===== src/rtl/button_repeat_pkg.sv =====
// button_repeat_pkg: shared FSM state codes and default tick values for the button/time-setting logic.
// Rev 1.0
`default_nettype none

package button_repeat_pkg;

  localparam logic [1:0] ST_IDLE   = 2'd0;
  localparam logic [1:0] ST_DELAY  = 2'd1;
  localparam logic [1:0] ST_REPEAT = 2'd2;

  localparam int DEF_DELAY_TICKS = 32;
  localparam int DEF_SLOW_TICKS  = 8;
  localparam int DEF_FAST_TICKS  = 2;
  localparam int DEF_ACCEL_COUNT = 4;
  localparam int DEF_CNT_W       = 8;

endpackage

`default_nettype wire


===== src/rtl/button_repeat_if.sv =====
// button_repeat_if: tick/button inputs and step-request outputs of the auto-repeat block.
// Rev 1.0
`default_nettype none

interface button_repeat_if;
  logic clk_en;
  logic button;
  logic pulse;
  logic held;
  logic fast;

  modport master (output clk_en, output button, input pulse, input held, input fast);
  modport slave  (input clk_en, input button, output pulse, output held, output fast);
endinterface

`default_nettype wire


===== src/rtl/button_repeat_repeat_timer.sv =====
// repeat_timer: clk_en-gated tick counter with exact-equality terminal-count compare.
// Rev 1.0
`default_nettype none

module repeat_timer #(
  parameter int CNT_W = 8
) (
  input  logic             clk,
  input  logic             reset,
  input  logic             clk_en,
  input  logic             clear,
  input  logic             inc,
  input  logic [CNT_W-1:0] term,
  output logic             hit
);

  logic [CNT_W-1:0] r_cnt;
  logic [CNT_W:0]   w_next;

  // Extra bit keeps the compare exact even when term is the all-ones value.
  assign w_next = {1'b0, r_cnt} + {{CNT_W{1'b0}}, 1'b1};
  assign hit    = inc && (w_next == {1'b0, term});

  always_ff @(posedge clk) begin
    if (reset) begin
      r_cnt <= '0;
    end else if (clk_en) begin
      if (clear) begin
        r_cnt <= '0;
      end else if (inc) begin
        r_cnt <= hit ? '0 : w_next[CNT_W-1:0];
      end
    end
  end

endmodule

`default_nettype wire


===== src/rtl/button_repeat.sv =====
// button_repeat: press/auto-repeat step generator with delayed start and accelerated repeat rate.
// Rev 1.0
`default_nettype none

module button_repeat
  import button_repeat_pkg::*;
#(
  parameter int DELAY_TICKS = DEF_DELAY_TICKS,
  parameter int SLOW_TICKS  = DEF_SLOW_TICKS,
  parameter int FAST_TICKS  = DEF_FAST_TICKS,
  parameter int ACCEL_COUNT = DEF_ACCEL_COUNT,
  parameter int CNT_W       = DEF_CNT_W
) (
  input  logic            clk,
  input  logic            reset,
  button_repeat_if.slave  bus
);

  logic [1:0]       r_state;
  logic [1:0]       w_state_nx;
  logic [CNT_W-1:0] r_rep_cnt;
  logic             r_pulse;
  logic             w_fire;
  logic             w_accel;
  logic             w_hit;
  logic [CNT_W-1:0] w_term;

  assign w_accel = (r_rep_cnt >= CNT_W'(ACCEL_COUNT));
  assign w_term  = (r_state == ST_DELAY) ? CNT_W'(DELAY_TICKS)
                 : (w_accel ? CNT_W'(FAST_TICKS) : CNT_W'(SLOW_TICKS));

  repeat_timer #(.CNT_W(CNT_W)) u_timer (
    .clk    (clk),
    .reset  (reset),
    .clk_en (bus.clk_en),
    .clear  ((r_state == ST_IDLE) || !bus.button),
    .inc    ((r_state != ST_IDLE) && bus.button),
    .term   (w_term),
    .hit    (w_hit)
  );

  // Release is checked before the terminal count so it always wins.
  always_comb begin
    w_state_nx = r_state;
    w_fire     = 1'b0;
    case (r_state)
      ST_IDLE: begin
        if (bus.button) begin
          w_state_nx = ST_DELAY;
          w_fire     = 1'b1;
        end
      end
      ST_DELAY: begin
        if (!bus.button) begin
          w_state_nx = ST_IDLE;
        end else if (w_hit) begin
          w_state_nx = ST_REPEAT;
          w_fire     = 1'b1;
        end
      end
      ST_REPEAT: begin
        if (!bus.button) begin
          w_state_nx = ST_IDLE;
        end else if (w_hit) begin
          w_fire = 1'b1;
        end
      end
      default: w_state_nx = ST_IDLE;
    endcase
  end

  always_ff @(posedge clk) begin
    if (reset) begin
      r_state   <= ST_IDLE;
      r_rep_cnt <= '0;
      r_pulse   <= 1'b0;
    end else begin
      r_pulse <= bus.clk_en && w_fire;
      if (bus.clk_en) begin
        r_state <= w_state_nx;
        if ((w_state_nx == ST_IDLE) || (r_state == ST_IDLE)) begin
          r_rep_cnt <= '0;
        end else if ((r_state == ST_REPEAT) && w_fire && !w_accel) begin
          r_rep_cnt <= r_rep_cnt + 1'b1;
        end
      end
    end
  end

  assign bus.pulse = r_pulse;
  assign bus.held  = (r_state != ST_IDLE);
  assign bus.fast  = (r_state == ST_REPEAT) && w_accel;

endmodule

`default_nettype wire


===== src/flat_wrapper.sv =====
// flat-port wrapper written by rule: the top's interface ports become plain ports
module button_repeat_flat import button_repeat_pkg::*;
#(
  parameter int DELAY_TICKS = DEF_DELAY_TICKS,
  parameter int SLOW_TICKS  = DEF_SLOW_TICKS,
  parameter int FAST_TICKS  = DEF_FAST_TICKS,
  parameter int ACCEL_COUNT = DEF_ACCEL_COUNT,
  parameter int CNT_W       = DEF_CNT_W
)
  (clk, reset, bus_clk_en, bus_button, bus_pulse, bus_held, bus_fast);
  button_repeat_if bus_i ();
  input  logic clk;
  input  logic reset;
  input wire logic [$bits(bus_i.clk_en)-1:0] bus_clk_en;
  input wire logic [$bits(bus_i.button)-1:0] bus_button;
  output wire logic [$bits(bus_i.pulse)-1:0] bus_pulse;
  output wire logic [$bits(bus_i.held)-1:0] bus_held;
  output wire logic [$bits(bus_i.fast)-1:0] bus_fast;
  assign bus_i.clk_en = bus_clk_en;
  assign bus_i.button = bus_button;
  assign bus_pulse = bus_i.pulse;
  assign bus_held = bus_i.held;
  assign bus_fast = bus_i.fast;
  button_repeat #(.DELAY_TICKS(DELAY_TICKS), .SLOW_TICKS(SLOW_TICKS), .FAST_TICKS(FAST_TICKS), .ACCEL_COUNT(ACCEL_COUNT), .CNT_W(CNT_W)) u_core (.clk(clk), .reset(reset), .bus(bus_i));
endmodule

===== config.mk =====
export PLATFORM = sky130hd
export DESIGN_NAME = button_repeat_flat
export DESIGN_NICKNAME = d
export VERILOG_FILES = /design/src/rtl/button_repeat_pkg.sv /design/src/rtl/button_repeat_if.sv /design/src/rtl/button_repeat_repeat_timer.sv /design/src/rtl/button_repeat.sv /design/src/flat_wrapper.sv
export SDC_FILE = /design/constraint.sdc
export NUM_CORES = 1
export LEC_CHECK = 0
export BUFFER_PORTS_ARGS = -buffer_cell sky130_fd_sc_hd__buf_4
export CORE_ASPECT_RATIO = 0.7
export CORE_MARGIN = 4
export CORE_UTILIZATION = 52
export CTS_CLUSTER_DIAMETER = 200
export DETAILED_ROUTE_END_ITERATION = 12
export PLACE_DENSITY = 0.75
export SETUP_SLACK_MARGIN = 0.02
export SLEW_MARGIN = 20
export SYNTH_ARGS = -nofsm -noshare
export SYNTH_HDL_FRONTEND = slang
export SYNTH_SLANG_ARGS = --single-unit

===== constraint.sdc =====
create_clock -name clk -period 2.8 [get_ports clk]
set_input_delay 0.56 -clock clk [delete_from_list [all_inputs] [get_ports clk]]
set_output_delay 0.56 -clock clk [all_outputs]
set_load 0.005 [all_outputs]

==> qor.txt <==
Met2 Routed Length = 1620 um
PwrDens = 345 mW/mm^2
WP buf/inv = 1
final instance area = 0.00154 mm^2
commonest non-fill, non-tap cell in the layout = dfxtp_1
Mapped Cells = 175
Compound-Gate Fraction of Synth Area = 24.9%
multi-input logic area = 982 um^2
delay-heaviest family, CP = compound AO/OA/AOI/OAI gates
post-synthesis xor/xnor area fraction = 1.19%
nets = 187
synth-to-layout area growth = 4.86%
post-layout min period = 2.62 ns
Die Area = 0.00375 mm^2
Yosys Warn Count = 0
TNS Setup = 0 ns
Leakage = 0.538 nW
Post-Syn Nets = 186
Worst Path Max Fanout = 11
crit-path cells = inv_1, ha_1, or4b_1, a211oi_1, a2111oi_2, a211o_2, o21ai_1, o211a_1
initial antenna violation count = 0
n_diodes = 0
final number of hold-violating endpoints = 0
number of buffers added on ports = 6
Post-synth EDFFs = 0
Max rail drop VDD = 298 uV
path length in cells of the critical path = 8
post_cts resized = 0
Main synth FF type = dfxtp_1
RSZ-0062 raised after global routing = false
Syn Std Cell Area = 0.00147 mm^2
vias in the first global route = 1262
fmax = 382 MHz
hold path depth = 1
Max stage delay on crit path = 0.51 ns
Max Slew Vio Count = 0
clock root buffer = clkbuf_8
Setup Viol. Count Final = 0
largest family of logic cells by synthesized area = simple AND/OR/NAND/NOR gates
FF+latch count, synth = 19
placed cell area = 0.00149 mm^2
setup bufs post-CTS = 0
largest net degree at the start of global routing = 21
CTS H-tree depth = 1
Core ar. = 0.00257 mm^2
Seq/Total Area, Yosys = 25.9%
area share of fa/ha/maj cells after synthesis = 5.97%
Avg Cell Area, Syn = 8.38 um^2
async set or reset register ratio after synthesis = 0%
sw frac = 26.0%
remaining routing DRC violations = 0
post-DP HPWL = 2720 um
CTS tree = done
Avg Vias per Cell = 6.56
# fillers = 218
Register-to-Register Path Depth = 8
ratio of cells with drive above 1 in the final layout = 13.7%
Die Y = 52.4 um
FF/Latch Area = 380 um^2
met1 WL = 1760 um
Reg power frac = 51.8%
total CTS buffers = 3
top routing layer used = met4
mux contribution to synthesized area = 0.683%
Worst Skew = 0.000763 ns
WP data arrival = 2.82 ns
I/O Pins = 7
Non-Filler Instances = 209
initial core utilization = 57.0%
clock latency on the worst-skew pair = 0.26 ns
Comb power frac = 11.2%
CTS Buffer Depth = 2
Setup crit start kind = register
Pwr Total = 530 uW
most frequent cells in the layout = dfxtp_1, nor2_1, nand2_1, inv_1, nand3_1
WS Path Type = reg -> reg
status = completed
Vias = 1370
Die X = 71.5 um
drt first pass iters = 5
worst slew pin tran = 0.465 ns
clock power share = 37.0%
CP required = 3.00 ns
dpl cells = 205
Internal Dissipation = 392 uW
clk slew on worst S/H paths = 0.07 ns
first-pass GRT wire length = 6090 um
Met3 Wirelength = 291 um
routability cong. = 0.929
final global-route overflow total = 0
Final period util = 93.5%
Synth cell types = 60
WL per Instance = 17.7 um
Hold Path Class = reg -> reg
endpoint type of the worst setup path = register
CTS Hold Buffers Added = 0
max cap viols = 0
GRT Util Overall = 21.0%
number of DRC markers in iteration 0 = 81
simple logic cell fraction of the synthesized area = 34.2%
ANT nets after route = 0
P_sw = 138 uW
overall routed net length = 3710 um
total clock sinks = 19
Worst slew margin = 68.9%
row cnt = 15
critical path's slowest cell = or4b_1
area by class of cell:
cell class,count,share of cell area (%)
Multi-Input combinational cell,136,63.9
Sequential cell,19,24.7
Timing Repair Buffer,7,3.42
Clock buffer,3,2.69
Inverter,9,2.20
Clock inverter,1,0.325
Tap cell,34,2.77
cell usage after synthesis, types with 2 or more instances:
cell / count / share of area, %
nor2b_1: 2 / 0.85
a21oi_1: 4 / 1.4
and3_1: 2 / 0.85
nand4_1: 3 / 1.3
a211oi_1: 4 / 2.0
nand2_1: 15 / 3.8
a311oi_1: 3 / 1.8
nor3_1: 3 / 1.0
ha_1: 7 / 6.0
nor2_1: 15 / 3.8
buf_2: 5 / 1.7
xor2_1: 2 / 1.2
o21ai_0: 3 / 1.0
nor3b_1: 4 / 2.0
and2_1: 2 / 0.85
a31oi_1: 6 / 2.6
o21ai_1: 4 / 1.4
dfxtp_1: 19 / 26
inv_1: 9 / 2.3
nand2b_1: 3 / 1.3
nand3b_1: 3 / 1.5
a221o_1: 2 / 1.4
nand3_1: 8 / 2.7
o311ai_1: 2 / 1.2
nand4b_1: 3 / 1.8
buf_4: 3 / 1.5
and4_1: 2 / 1.2
nor4_1: 5 / 2.1
cells by family after synthesis:
logic type	after synthesis
AO/OA/AOI/OAI	43
XOR/XNOR	2
adder cells (fa/ha/maj)	7
buffers and inverters	20
flip-flops	19
multiplexers	1
AND/OR/NAND/NOR	83
metal layers:
| layer | global-route usage [%] | vias up |
|---|---|---|
| li1 | - | 663 |
| met3 | 6.13 | 4 |
| met2 | 31.6 | 51 |
| met5 | 0 | - |
| met4 | 6.25 | 0 |
| met1 | 29.1 | 652 |
path summary, 6_finish.rpt:
check                      startpoint             endpoint  slack [ns]
setup / recovery    u_core.r_state[1]  u_core.r_rep_cnt[2]        0.18
hold reg to reg   u_core.r_rep_cnt[5]  u_core.r_rep_cnt[5]        0.49
hold / removal    u_core.r_rep_cnt[5]  u_core.r_rep_cnt[5]        0.49
setup reg to reg    u_core.r_state[1]  u_core.r_rep_cnt[2]        0.18
sequential cells by signal, summed over array words and instances (netlist names):
name	count
u_core.bus.pulse	1
u_core.r_rep_cnt	8
u_core.r_state	2
u_core.u_timer.r_cnt	8
through the flow:
step | setup WS (ns) | hold slack, ns | utilization (%)
global route | 0.117 | 0.514 | 59.8
finish | 0.181 | 0.490 | 59.8
global placement | 0.390 | 0.471 | 58.0
CTS | 0.259 | 0.496 | 59.8
floorplan | 0.485 | 0.465 | -
detailed placement | 0.282 | 0.482 | 58.0
power groups by stage:
stage	sequential, mW	clock (mW)	combinational [mW]
after floorplan	0.280	0	0.0424
after global placement	0.281	0	0.0563
after detailed placement	0.281	0	0.0579
after CTS	0.274	0.201	0.0582
after global routing	0.275	0.214	0.0650
final	0.274	0.196	0.0593
(Power assumes the default switching activity.)
